`src/rtl/control_sequencer.sv`:
```
`default_nettype none
// ============================================================================
// Module   : control_sequencer
// Purpose  : Hard-wired Moore control unit for the single-bus datapath.
//            Sequences fetch (T0, optional memory wait, T1, T2), decodes the
//            5-bit opcode held in ir[31:27] and steps through the execute
//            cycles of each instruction class. Every control output is a
//            flop loaded from the decode of the next state, so the datapath
//            sees glitch-free enables aligned to the state they belong to.
// Ports    : clock       - system clock, rising edge
//            clear       - synchronous active-high reset (state back to T0)
//            ir          - instruction register contents from the datapath
//            con_ff_bit  - branch condition from the datapath CON flip-flop
//            IRin..Outport_in       - register load enables
//            HIout..Cout            - bus source selects (one-hot or none)
//            Gra/Grb/Grc/Rin/Rout/BAout/CONin - register-field decode controls
//            Mem_read    - MDR loads from memory data when MDRin
//            mem_write   - one-cycle RAM write strobe (addr=MAR, data=MDR)
//            opcode      - ALU operation select
//            IncPC       - ALU PC+1 mode
//            run         - high unless halted
// Revision : 1.0 - initial release
// ============================================================================
module control_sequencer #(
  parameter int MEM_WAIT = 0
) (
  input  logic        clock,
  input  logic        clear,
  input  logic [31:0] ir,
  input  logic        con_ff_bit,
  output logic        IRin,
  output logic        PCin,
  output logic        RYin,
  output logic        RZin,
  output logic        MARin,
  output logic        MDRin,
  output logic        HIin,
  output logic        LOin,
  output logic        Outport_in,
  output logic        HIout,
  output logic        LOout,
  output logic        Zhi_out,
  output logic        Zlo_out,
  output logic        PCout,
  output logic        MDRout,
  output logic        Inport_out,
  output logic        Cout,
  output logic        Gra,
  output logic        Grb,
  output logic        Grc,
  output logic        Rin,
  output logic        Rout,
  output logic        BAout,
  output logic        CONin,
  output logic        Mem_read,
  output logic        mem_write,
  output logic [4:0]  opcode,
  output logic        IncPC,
  output logic        run
);

  // S_CLR is the "T0 pending" state entered by clear: outputs are all zero
  // (run=1) for that cycle and the T0 fetch step follows unconditionally.
  typedef enum logic [3:0] {
    S_CLR   = 4'd0,
    S_T0    = 4'd1,
    S_FWAIT = 4'd2,
    S_T1    = 4'd3,
    S_T2    = 4'd4,
    S_T3    = 4'd5,
    S_T4    = 4'd6,
    S_T5    = 4'd7,
    S_XWAIT = 4'd8,
    S_T6    = 4'd9,
    S_T7    = 4'd10,
    S_HALT  = 4'd11
  } state_e;

  typedef enum logic [3:0] {
    CL_LD   = 4'd0,
    CL_LDI  = 4'd1,
    CL_ST   = 4'd2,
    CL_ALU  = 4'd3,
    CL_IMM  = 4'd4,
    CL_MD   = 4'd5,
    CL_NEG  = 4'd6,
    CL_BR   = 4'd7,
    CL_JR   = 4'd8,
    CL_IN   = 4'd9,
    CL_OUT  = 4'd10,
    CL_MFHI = 4'd11,
    CL_MFLO = 4'd12,
    CL_NOP  = 4'd13,
    CL_HALT = 4'd14
  } op_class_e;

  // Control word layout: bit 0..25 single-bit controls, 30:26 opcode,
  // 31 IncPC, 32 run.
  localparam int c_opc_lsb = 26;
  localparam logic [32:0] c_irin     = 33'd1 << 0;
  localparam logic [32:0] c_pcin     = 33'd1 << 1;
  localparam logic [32:0] c_ryin     = 33'd1 << 2;
  localparam logic [32:0] c_rzin     = 33'd1 << 3;
  localparam logic [32:0] c_marin    = 33'd1 << 4;
  localparam logic [32:0] c_mdrin    = 33'd1 << 5;
  localparam logic [32:0] c_hiin     = 33'd1 << 6;
  localparam logic [32:0] c_loin     = 33'd1 << 7;
  localparam logic [32:0] c_outin    = 33'd1 << 8;
  localparam logic [32:0] c_hiout    = 33'd1 << 9;
  localparam logic [32:0] c_loout    = 33'd1 << 10;
  localparam logic [32:0] c_zhiout   = 33'd1 << 11;
  localparam logic [32:0] c_zloout   = 33'd1 << 12;
  localparam logic [32:0] c_pcout    = 33'd1 << 13;
  localparam logic [32:0] c_mdrout   = 33'd1 << 14;
  localparam logic [32:0] c_inout    = 33'd1 << 15;
  localparam logic [32:0] c_cout     = 33'd1 << 16;
  localparam logic [32:0] c_gra      = 33'd1 << 17;
  localparam logic [32:0] c_grb      = 33'd1 << 18;
  localparam logic [32:0] c_grc      = 33'd1 << 19;
  localparam logic [32:0] c_rin      = 33'd1 << 20;
  localparam logic [32:0] c_rout     = 33'd1 << 21;
  localparam logic [32:0] c_baout    = 33'd1 << 22;
  localparam logic [32:0] c_conin    = 33'd1 << 23;
  localparam logic [32:0] c_memrd    = 33'd1 << 24;
  localparam logic [32:0] c_memwr    = 33'd1 << 25;
  localparam logic [32:0] c_incpc    = 33'd1 << 31;
  localparam logic [32:0] c_run      = 33'd1 << 32;
  localparam logic [4:0]  c_op_add   = 5'b00011;

  localparam int CNT_W = (MEM_WAIT > 1) ? $clog2(MEM_WAIT) : 1;
  // Counter is loaded with MEM_WAIT-1 on entry and the wait state is left
  // when it reads zero, giving exactly MEM_WAIT idle cycles.
  localparam logic [CNT_W-1:0] c_wait_reload =
    CNT_W'((MEM_WAIT > 0) ? MEM_WAIT - 1 : 0);

  state_e           state_q, state_d;
  logic [4:0]       op_q, op_d;
  logic [CNT_W-1:0] cnt_q, cnt_d;
  logic [32:0]      ctl_q, ctl_d;
  op_class_e        op_cls;

  // Only the opcode field of the instruction matters to the sequencer.
  logic unused_ir_bits;
  assign unused_ir_bits = ^ir[26:0];

  function automatic op_class_e classify(input logic [4:0] op);
    op_class_e cls;
    cls = CL_NOP;
    case (op)
      5'd0:  cls = CL_LD;
      5'd1:  cls = CL_LDI;
      5'd2:  cls = CL_ST;
      5'd3, 5'd4, 5'd5, 5'd6, 5'd7, 5'd8, 5'd9, 5'd10, 5'd11:
             cls = CL_ALU;
      5'd12, 5'd13, 5'd14:
             cls = CL_IMM;
      5'd15, 5'd16:
             cls = CL_MD;
      5'd17, 5'd18:
             cls = CL_NEG;
      5'd19: cls = CL_BR;
      5'd20: cls = CL_JR;
      5'd22: cls = CL_IN;
      5'd23: cls = CL_OUT;
      5'd24: cls = CL_MFHI;
      5'd25: cls = CL_MFLO;
      5'd27: cls = CL_HALT;
      default: cls = CL_NOP;  // nop, jal and the unused 111xx codes
    endcase
    return cls;
  endfunction

  // --------------------------------------------------------------------------
  // Next-state logic
  // --------------------------------------------------------------------------
  always_comb begin
    state_d = state_q;
    cnt_d   = cnt_q;
    op_d    = op_q;
    // The IR is valid at the end of T2; capture its opcode there so the
    // execute sequence is immune to later changes on the ir input.
    if (state_q == S_T2) begin
      op_d = ir[31:27];
    end
    op_cls = classify(op_d);

    case (state_q)
      S_CLR: state_d = S_T0;
      S_T0: begin
        if (MEM_WAIT > 0) begin
          state_d = S_FWAIT;
          cnt_d   = c_wait_reload;
        end else begin
          state_d = S_T1;
        end
      end
      S_FWAIT: begin
        if (cnt_q == '0) begin
          state_d = S_T1;
        end else begin
          cnt_d = cnt_q - CNT_W'(1);
        end
      end
      S_T1: state_d = S_T2;
      S_T2: state_d = (op_cls == CL_HALT) ? S_HALT : S_T3;
      S_T3: begin
        case (op_cls)
          CL_JR, CL_IN, CL_OUT, CL_MFHI, CL_MFLO, CL_NOP: state_d = S_T0;
          default: state_d = S_T4;
        endcase
      end
      S_T4: state_d = (op_cls == CL_NEG) ? S_T0 : S_T5;
      S_T5: begin
        case (op_cls)
          CL_LD, CL_ST: begin
            if (MEM_WAIT > 0) begin
              state_d = S_XWAIT;
              cnt_d   = c_wait_reload;
            end else begin
              state_d = S_T6;
            end
          end
          CL_MD:   state_d = S_T6;
          // Untaken branch ends here; PC keeps the already incremented value.
          CL_BR:   state_d = con_ff_bit ? S_T6 : S_T0;
          default: state_d = S_T0;
        endcase
      end
      S_XWAIT: begin
        if (cnt_q == '0) begin
          state_d = S_T6;
        end else begin
          cnt_d = cnt_q - CNT_W'(1);
        end
      end
      S_T6: state_d = ((op_cls == CL_LD) || (op_cls == CL_ST)) ? S_T7 : S_T0;
      S_T7: state_d = S_T0;
      S_HALT: state_d = S_HALT;
      default: state_d = S_CLR;
    endcase
  end

  // --------------------------------------------------------------------------
  // Output decode of the next state (registered below)
  // --------------------------------------------------------------------------
  always_comb begin
    ctl_d = c_run;
    if ((state_d inside {S_T3, S_T4, S_T5, S_XWAIT, S_T6, S_T7}) &&
        (op_cls != CL_NOP)) begin
      ctl_d[c_opc_lsb +: 5] = op_d;
    end

    case (state_d)
      S_T0: ctl_d = ctl_d | c_pcout | c_marin | c_incpc | c_rzin;
      S_T1: ctl_d = ctl_d | c_zloout | c_pcin | c_memrd | c_mdrin;
      S_T2: ctl_d = ctl_d | c_mdrout | c_irin;
      S_T3: begin
        case (op_cls)
          CL_ALU, CL_IMM:        ctl_d = ctl_d | c_grb | c_rout | c_ryin;
          CL_NEG:                ctl_d = ctl_d | c_grb | c_rout | c_rzin;
          CL_MD:                 ctl_d = ctl_d | c_gra | c_rout | c_ryin;
          // BAout lets R0 read as zero for the base of the effective address.
          CL_LD, CL_LDI, CL_ST:  ctl_d = ctl_d | c_grb | c_rout | c_baout | c_ryin;
          CL_BR:                 ctl_d = ctl_d | c_gra | c_rout | c_conin;
          CL_JR:                 ctl_d = ctl_d | c_gra | c_rout | c_pcin;
          CL_IN:                 ctl_d = ctl_d | c_inout | c_gra | c_rin;
          CL_OUT:                ctl_d = ctl_d | c_gra | c_rout | c_outin;
          CL_MFHI:               ctl_d = ctl_d | c_hiout | c_gra | c_rin;
          CL_MFLO:               ctl_d = ctl_d | c_loout | c_gra | c_rin;
          default: ;
        endcase
      end
      S_T4: begin
        case (op_cls)
          CL_ALU: ctl_d = ctl_d | c_grc | c_rout | c_rzin;
          CL_IMM: ctl_d = ctl_d | c_cout | c_rzin;
          CL_NEG: ctl_d = ctl_d | c_zloout | c_gra | c_rin;
          CL_MD:  ctl_d = ctl_d | c_grb | c_rout | c_rzin;
          CL_LD, CL_LDI, CL_ST: begin
            // Effective address = base + C, so the ALU is forced to add.
            ctl_d = ctl_d | c_cout | c_rzin;
            ctl_d[c_opc_lsb +: 5] = c_op_add;
          end
          CL_BR:  ctl_d = ctl_d | c_pcout | c_ryin;
          default: ;
        endcase
      end
      S_T5: begin
        case (op_cls)
          CL_ALU, CL_IMM, CL_LDI: ctl_d = ctl_d | c_zloout | c_gra | c_rin;
          CL_MD:                  ctl_d = ctl_d | c_zloout | c_loin;
          CL_LD, CL_ST:           ctl_d = ctl_d | c_zloout | c_marin;
          CL_BR: begin
            // Branch target = PC + C.
            ctl_d = ctl_d | c_cout | c_rzin;
            ctl_d[c_opc_lsb +: 5] = c_op_add;
          end
          default: ;
        endcase
      end
      S_T6: begin
        case (op_cls)
          CL_MD: ctl_d = ctl_d | c_zhiout | c_hiin;
          CL_LD: ctl_d = ctl_d | c_memrd | c_mdrin;
          // Store data enters MDR from the bus, not from memory.
          CL_ST: ctl_d = ctl_d | c_gra | c_rout | c_mdrin;
          CL_BR: ctl_d = ctl_d | c_zloout | c_pcin;
          default: ;
        endcase
      end
      S_T7: begin
        case (op_cls)
          CL_LD: ctl_d = ctl_d | c_mdrout | c_gra | c_rin;
          CL_ST: ctl_d = ctl_d | c_memwr;
          default: ;
        endcase
      end
      S_HALT: ctl_d = '0;
      default: ;
    endcase
  end

  // --------------------------------------------------------------------------
  // State and output registers
  // --------------------------------------------------------------------------
  always_ff @(posedge clock) begin
    if (clear) begin
      state_q <= S_CLR;
      op_q    <= '0;
      cnt_q   <= '0;
      ctl_q   <= c_run;
    end else begin
      state_q <= state_d;
      op_q    <= op_d;
      cnt_q   <= cnt_d;
      ctl_q   <= ctl_d;
    end
  end

  assign IRin       = ctl_q[0];
  assign PCin       = ctl_q[1];
  assign RYin       = ctl_q[2];
  assign RZin       = ctl_q[3];
  assign MARin      = ctl_q[4];
  assign MDRin      = ctl_q[5];
  assign HIin       = ctl_q[6];
  assign LOin       = ctl_q[7];
  assign Outport_in = ctl_q[8];
  assign HIout      = ctl_q[9];
  assign LOout      = ctl_q[10];
  assign Zhi_out    = ctl_q[11];
  assign Zlo_out    = ctl_q[12];
  assign PCout      = ctl_q[13];
  assign MDRout     = ctl_q[14];
  assign Inport_out = ctl_q[15];
  assign Cout       = ctl_q[16];
  assign Gra        = ctl_q[17];
  assign Grb        = ctl_q[18];
  assign Grc        = ctl_q[19];
  assign Rin        = ctl_q[20];
  assign Rout       = ctl_q[21];
  assign BAout      = ctl_q[22];
  assign CONin      = ctl_q[23];
  assign Mem_read   = ctl_q[24];
  assign mem_write  = ctl_q[25];
  assign opcode     = ctl_q[30:26];
  assign IncPC      = ctl_q[31];
  assign run        = ctl_q[32];

endmodule
`default_nettype wire

```
`config.mk`:
```
export PLATFORM = sky130hd
export DESIGN_NAME = control_sequencer
export DESIGN_NICKNAME = d
export VERILOG_FILES = /design/src/rtl/control_sequencer.sv
export SDC_FILE = /design/constraint.sdc
export NUM_CORES = 1
export LEC_CHECK = 0
export BUFFER_PORTS_ARGS = -buffer_cell sky130_fd_sc_hd__buf_2
export CAP_MARGIN = 20
export CORE_MARGIN = 2
export CORE_UTILIZATION = 53
export CTS_BUF_LIST = sky130_fd_sc_hd__clkbuf_8
export CTS_CLUSTER_SIZE = 40
export DETAILED_ROUTE_END_ITERATION = 8
export PLACE_DENSITY = 0.82
export SYNTH_ARGS = -nofsm -noshare
export SYNTH_HDL_FRONTEND = slang
export SYNTH_SLANG_ARGS = --single-unit
```
`constraint.sdc`:
```
create_clock -name clock -period 4.5 [get_ports clock]
set_input_delay 0.9 -clock clock [delete_from_list [all_inputs] [get_ports clock]]
set_output_delay 0.9 -clock clock [all_outputs]
set_load 0.05 [all_outputs]
```
==> qor.txt, run 1 <==
status -> finished, final reports clean
GRT overflow -> 0
PwrDens -> 395 nW/um^2
area used by multi-input combinational logic -> 1300 sq um
number of global-route vias before repair -> 1997
# rows -> 23
post-synth top area share -> 36.5%
vias per cell -> 6.34
die height -> 69.1 um
final hold vios -> 0
f_max -> 0.238 GHz
type of the worst min-delay path -> reg -> reg
Post-Syn Nets -> 300
Max Buffers Root-to-Sink -> 2
RSZ-0062 raised after global routing -> false
detailed placement HPWL -> 4.11 mm
slowest CP cell -> or4b_1
Worst Path Required -> 4690 ps
Starting Density -> 55.7%
core area -> 4030 sq um
switching share of power -> 35.1%
share of synthesized registers carrying an async set or reset -> 0%
Final min period -> 4210 ps
first-pass GRT wire length -> 9.54 mm
Power Total -> 0.00103 W
register bit total from synthesis -> 41
worst hold margin -> 696 ps
Total GRT Usage -> 24.5%
Root Driver -> clkbuf_8
mean area per synthesized cell -> 8.57 sq um
Crit path max-delay family -> simple AND/OR/NAND/NOR gates
WL final -> 5.86 mm
largest net degree at the start of global routing -> 21
clock insertion delay at the later pin of the skew report -> 300 ps
Setup Slack @ Placement -> 387 ps
share of cells above drive strength 1 -> 26.0%
worst vdd ir -> 265 uV
first drt pass iteration count -> 5
post-cts sizing count -> 0
NetSw -> 0.000363 W
TritonCTS buffer count -> 5
initial antenna violation count -> 0
vias -> 2246
Cell variety after synth -> 64
Area Overhead vs Synth -> 16.5%
io pins -> 68
post-CTS setup buffer count -> 0
EDFF count, synth -> 0
Initial DRC Count -> 307
# hold bufs at CTS -> 0
clock power share -> 29.4%
Max-Cap Viols -> 0
CTS sink count -> 41
nets -> 341
CP max stage delay -> 800 ps
Die Wd -> 69.1 um
critical-path cell list -> or4b_1 -> a21oi_1 -> ha_1 -> mux2_2 -> o211ai_1 -> nand2_1 -> a21oi_1 -> a21oi_2 -> buf_4 -> and4_1 -> and4_1 -> or2_2
max_slew headroom -> 40.5%
Worst Path Arrival -> 4400 ps
post-synthesis sequential area ratio -> 36.5%
Pins Over Slew Limit -> 0
DRC -> 0
sequential cell area -> 821 sq um
Fillers -> 340
critical path type -> reg -> reg
period utilization -> 93.5%
synthesized cell area -> 2250 sq um
worst slew pin tran -> 883 ps
Die Area -> 4770 sq um
I/O Buffers -> 40
Syn Inst Count -> 262
Clock transition at path regs -> 70 ps
power share of the combinational group -> 31.6%
final setup violation count -> 0
CTS tree -> yes
ANT cells -> 0
startpoint type of the worst setup path -> flop
Routed Antenna Nets -> 0
Final GP Congestion -> 0.936
worst-path fanout max -> 9
P_int -> 0.000671 W
cell taking the most area after synthesis -> dfxtp_1
Crit. End Element -> flop
setup ws final -> 291 ps
WP buf/inv -> 1
top cells by area, synth -> dfxtp_1 37%, nor2_1 4.8%, a21oi_1 4.7%
Setup Skew -> 7.16 ps
Top FF cell, synth -> dfxtp_1
Wirelength per Cell -> 16.6 um
leak pwr -> 1.15 nW
register share of total power -> 39.0%
CTS H-tree lvls -> 2
Ys Warns -> 0
setup TNS -> 0 ps
power groups by stage:
stage	clock, W	sequential [W]	combinational, W
floorplan	0	0.000474	0.000183
CTS	0.000304	0.000403	0.000322
finish	0.000304	0.000403	0.000327
global route	0.000317	0.000407	0.000347
detailed placement	0	0.000412	0.000318
global placement	0	0.000411	0.000317
routing by layer:
metal	up-vias	track usage, %	routed length (um)
met2	147	38.6	2700
li1	1042	-	-
met3	15	4.97	537
met5	-	0	0
met4	0	8.28	113
met1	1042	33.5	2510
cell type report:
cell class | instances | share of cell area [%]
multi-input combinational | 195 | 49.6
sequential | 41 | 31.4
timing repair buffer | 52 | 11.1
clock buffer | 6 | 3.15
tap | 50 | 2.39
clock inverter | 2 | 1.29
inverter | 8 | 1.15
synthesized netlist by cell type (all sizes together), types with 3 or more instances:
library cell  count
nor3             13
nor2             29
ha                3
buf              10
o211ai            4
mux2              4
dfxtp            41
a21oi            23
clkbuf            8
o21ai             7
and3              4
o21a              3
o32ai             3
a21o              5
o31a              3
nand3             5
nand2            21
nor3b             3
nand3b            4
nor2b             7
inv               8
a211oi            3
or2               3
nand2b            6
mux2i             5
nor4              4
a31oi             3
logic make-up after synthesis:
group / after synthesis / synth area share (%)
AND/OR/NAND/NOR: 111 / 26.4
flip-flops: 41 / 36.5
multiplexers: 9 / 4.79
adder cells (fa/ha/maj): 3 / 1.67
buffers and inverters: 26 / 5.68
AO/OA/AOI/OAI: 72 / 25.0
through the flow:
step           instance area [sq um]  std cells  util, %
6_report                        2620        354     65.0
5_1_grt                         2620        354     65.0
4_1_cts                         2620        354     65.0
3_5_place_dp                    2500        346     62.1
3_3_place_gp                    2500        346     62.1
2_1_floorplan                   2250        262        -
sequential cells by signal, summed over array words and instances, names as in the netlist:
name,cells
op_q,5
state_q,4
ctl_q,32
worst paths after layout:
path	startpoint	to	slack (ps)	depth (start not counted)
max	state_q[3]	ctl_q[4]	290	12
max reg2reg	state_q[3]	ctl_q[4]	290	12
min	op_q[0]	op_q[0]	700	2
min reg2reg	op_q[0]	op_q[0]	700	2
tightest hold or removal path, stage by stage (launching register included):
cell and delay [ps]:
dfxtp_1 400, a21oi_1 170, nor2_1 90
layout by cell type, fill, tap and decap left out, types with 2 or more instances in the layout:
cell / count
a211oi_1: 2
a21o_1: 4
a21oi_1: 21
a31oi_1: 3
and2_1: 2
and3_1: 4
and4_1: 2
buf_2: 40
buf_4: 12
clkbuf_8: 6
dfxtp_1: 41
ha_1: 3
inv_1: 9
mux2_2: 4
mux2i_1: 4
nand2_1: 20
nand2b_1: 6
nand3_1: 5
nand3b_1: 4
nand4b_1: 2
nor2_1: 29
nor2b_1: 7
nor3_1: 13
nor3b_1: 3
nor4_1: 4
o211ai_1: 3
o21a_1: 3
o21ai_0: 7
o2bb2ai_1: 2
o311a_1: 2
o31a_1: 2
o32ai_1: 3
or2_2: 3
No activity file was read; power rests on OpenSTA's default activity.
==> run 2, diff against run 1 <==
--- a/config.mk
+++ b/config.mk
@@ -5,10 +5,11 @@
 export SDC_FILE = /design/constraint.sdc
 export NUM_CORES = 1
 export LEC_CHECK = 0
+export ABC_AREA = 1
 export BUFFER_PORTS_ARGS = -buffer_cell sky130_fd_sc_hd__buf_2
 export CAP_MARGIN = 20
 export CORE_MARGIN = 2
-export CORE_UTILIZATION = 53
+export CORE_UTILIZATION = 52
 export CTS_BUF_LIST = sky130_fd_sc_hd__clkbuf_8
 export CTS_CLUSTER_SIZE = 40
 export DETAILED_ROUTE_END_ITERATION = 8
==> run 2 against run 1 <==
  * Combinational power grew to 2.7 times the previous value
  * Die area is 4.5% lower
  * Total power is 60% higher
  * Utilization is 2.7 points lower
  * Largest power group is now combinational cells
==> qor.txt, run 2 <==
post-cts sizing count -> 0
leak pwr -> 1.23 nW
WL met2 -> 2.26 mm
largest net degree at the start of global routing -> 19
Finished Core Util -> 62.3%
vias -> 2067
Wirelength per Cell -> 12.2 um
register bit total from synthesis -> 41
Met1 Wirelength -> 2.13 mm
max_slew headroom -> 65.0%
RSZ-0062 raised after global routing -> false
nets -> 385
Worst Path Required -> 4740 ps
top layer in use -> met4
final hold vios -> 0
most common cell after layout, fill and taps aside -> nand2_1
worst slew pin tran -> 522 ps
reg2reg start -> state_q[2]
CTS sink count -> 41
synth cell count leaders -> 65 x nand2_1, 42 x inv_1, 41 x dfxtp_1
worst-path fanout max -> 10
most common cell in the netlist -> nand2_1
first drt pass iteration count -> 4
clock insertion delay at the later pin of the skew report -> 300 ps
GRT overflow -> 0
detailed placement HPWL -> 3.75 mm
setup ws final -> 897 ps
TritonCTS buffer count -> 5
Setup Skew -> 10.2 ps
Final GP Congestion -> 0.944
f_max -> 0.278 GHz
Die Area -> 4560 sq um
Final min period -> 3600 ps
met3 wire len -> 376 um
Crit. End Element -> flop
Top FF cell, synth -> dfxtp_1
share of cells above drive strength 1 -> 22.1%
Starting Density -> 53.2%
startpoint type of the worst setup path -> flop
# hold bufs at CTS -> 0
period utilization -> 80.1%
core area -> 3940 sq um
Root Driver -> clkbuf_8
Clock transition at path regs -> 80 ps
DRC -> 0
Biggest register -> ctl_q
CTS H-tree lvls -> 2
Die Wd -> 67.5 um
post-synth top area share -> 39.1%
CTS tree -> yes
die height -> 67.5 um
io pins -> 68
mean area per synthesized cell -> 6.90 sq um
worst vdd ir -> 354 uV
Initial DRC Count -> 170
Max Buffers Root-to-Sink -> 2
post-synthesis sequential area ratio -> 39.1%
crit path from -> state_q[2]
Area Overhead vs Synth -> 17.0%
Setup Slack @ Placement -> 826 ps
Total GRT Usage -> 23.3%
share of synthesized registers carrying an async set or reset -> 0%
Worst Path Arrival -> 3840 ps
Worst Hold Launch -> op_q[3]
ANT cells -> 0
initial antenna violation count -> 0
EDFF count, synth -> 0
# rows -> 23
critical path type -> reg -> reg
synthesized cell area -> 2100 sq um
most frequent cells in the layout -> 65 x nand2_1, 42 x inv_1, 41 x dfxtp_1
top cells by area, synth -> dfxtp_1 39%, nand2_1 12%, inv_1 7.5%
number of global-route vias before repair -> 1809
first-pass GRT wire length -> 7.92 mm
vias per cell -> 5.19
reg-to-reg setup timing slack -> 900 ps
Ys Warns -> 0
Post-Syn Nets -> 342
Pins Over Slew Limit -> 0
Syn Inst Count -> 304
type of the worst min-delay path -> reg -> reg
Cell variety after synth -> 33
post-CTS setup buffer count -> 0
WL final -> 4.84 mm
cell taking the most area after synthesis -> dfxtp_1
number of flip-flops in the largest register -> 32
status -> finished, final reports clean
Top Registers -> ctl_q x32, op_q x5, state_q x4
Routed Antenna Nets -> 0
final setup violation count -> 0
I/O Buffers -> 40
setup TNS -> 0 ps
Max-Cap Viols -> 0
PwrDens -> 673 nW/um^2
[run 2: metrics by stage]
stage                     cell area [sq um]  hold slack (ps)  std cells  total power, W
after global routing                   2450              709        398         0.00176
after detailed placement               2330              633        390         0.00134
final                                  2450              650        398         0.00165
after global placement                 2330              595        390         0.00133
after floorplan                        2100              562        304         0.00118
after CTS                              2450              651        398         0.00165
[run 2: worst paths after layout]
kind                                   to  depth (start not counted)
worst min-delay path              op_q[3]                          4
worst max register to register  ctl_q[24]                         22
worst min register to register    op_q[3]                          4
worst max-delay path            ctl_q[24]                         22
[run 2: worst max-delay path, cell delays in order (launching register included)]
cell and delay (ps):
dfxtp_1 450, inv_2 70, nor2_4 170, nand2_4 130
o21ai_1 360, inv_1 160, ha_1 300, inv_1 80
nand3_1 80, nand3_1 110, nand3_1 110, nand2_1 170
nand2_1 160, nor2_2 270, nand2_1 80, nand3_1 70
nand2_1 50, nand2_1 120, nand2_2 110, inv_2 80
nand2_1 60, a21oi_2 180, o21a_1 160
[run 2: layout make-up]
| cell class | count | area (sq um) |
|---|---|---|
| clock buffer | 6 | 82.6 |
| clock inverter | 2 | 37.5 |
| fill | 361 | 1490 |
| inverter | 48 | 180 |
| multi-input combinational | 211 | 1070 |
| sequential | 41 | 821 |
| tap | 50 | 62.6 |
| timing repair buffer | 40 | 200 |
[run 2: metal layers]
| layer | global-route usage (%) | up-vias |
|---|---|---|
| li1 | - | 1060 |
| met1 | 30.0 | 919 |
| met2 | 37.6 | 81 |
| met3 | 5.50 | 7 |
| met4 | 9.18 | 0 |
| met5 | 0 | - |
[run 2: report_power, final]
group / internal [W] / switching, W
sequential: 0.000423 / 0.0000285
clock: 0.000180 / 0.000126
combinational: 0.000232 / 0.000663
[run 2: kinds of logic after synthesis]
group | after synthesis | synth area share (%)
AND/OR/NAND/NOR | 165 | 36.7
buffers and inverters | 52 | 9.84
AO/OA/AOI/OAI | 43 | 12.6
flip-flops | 41 | 39.1
adder cells (fa/ha/maj) | 3 | 1.79
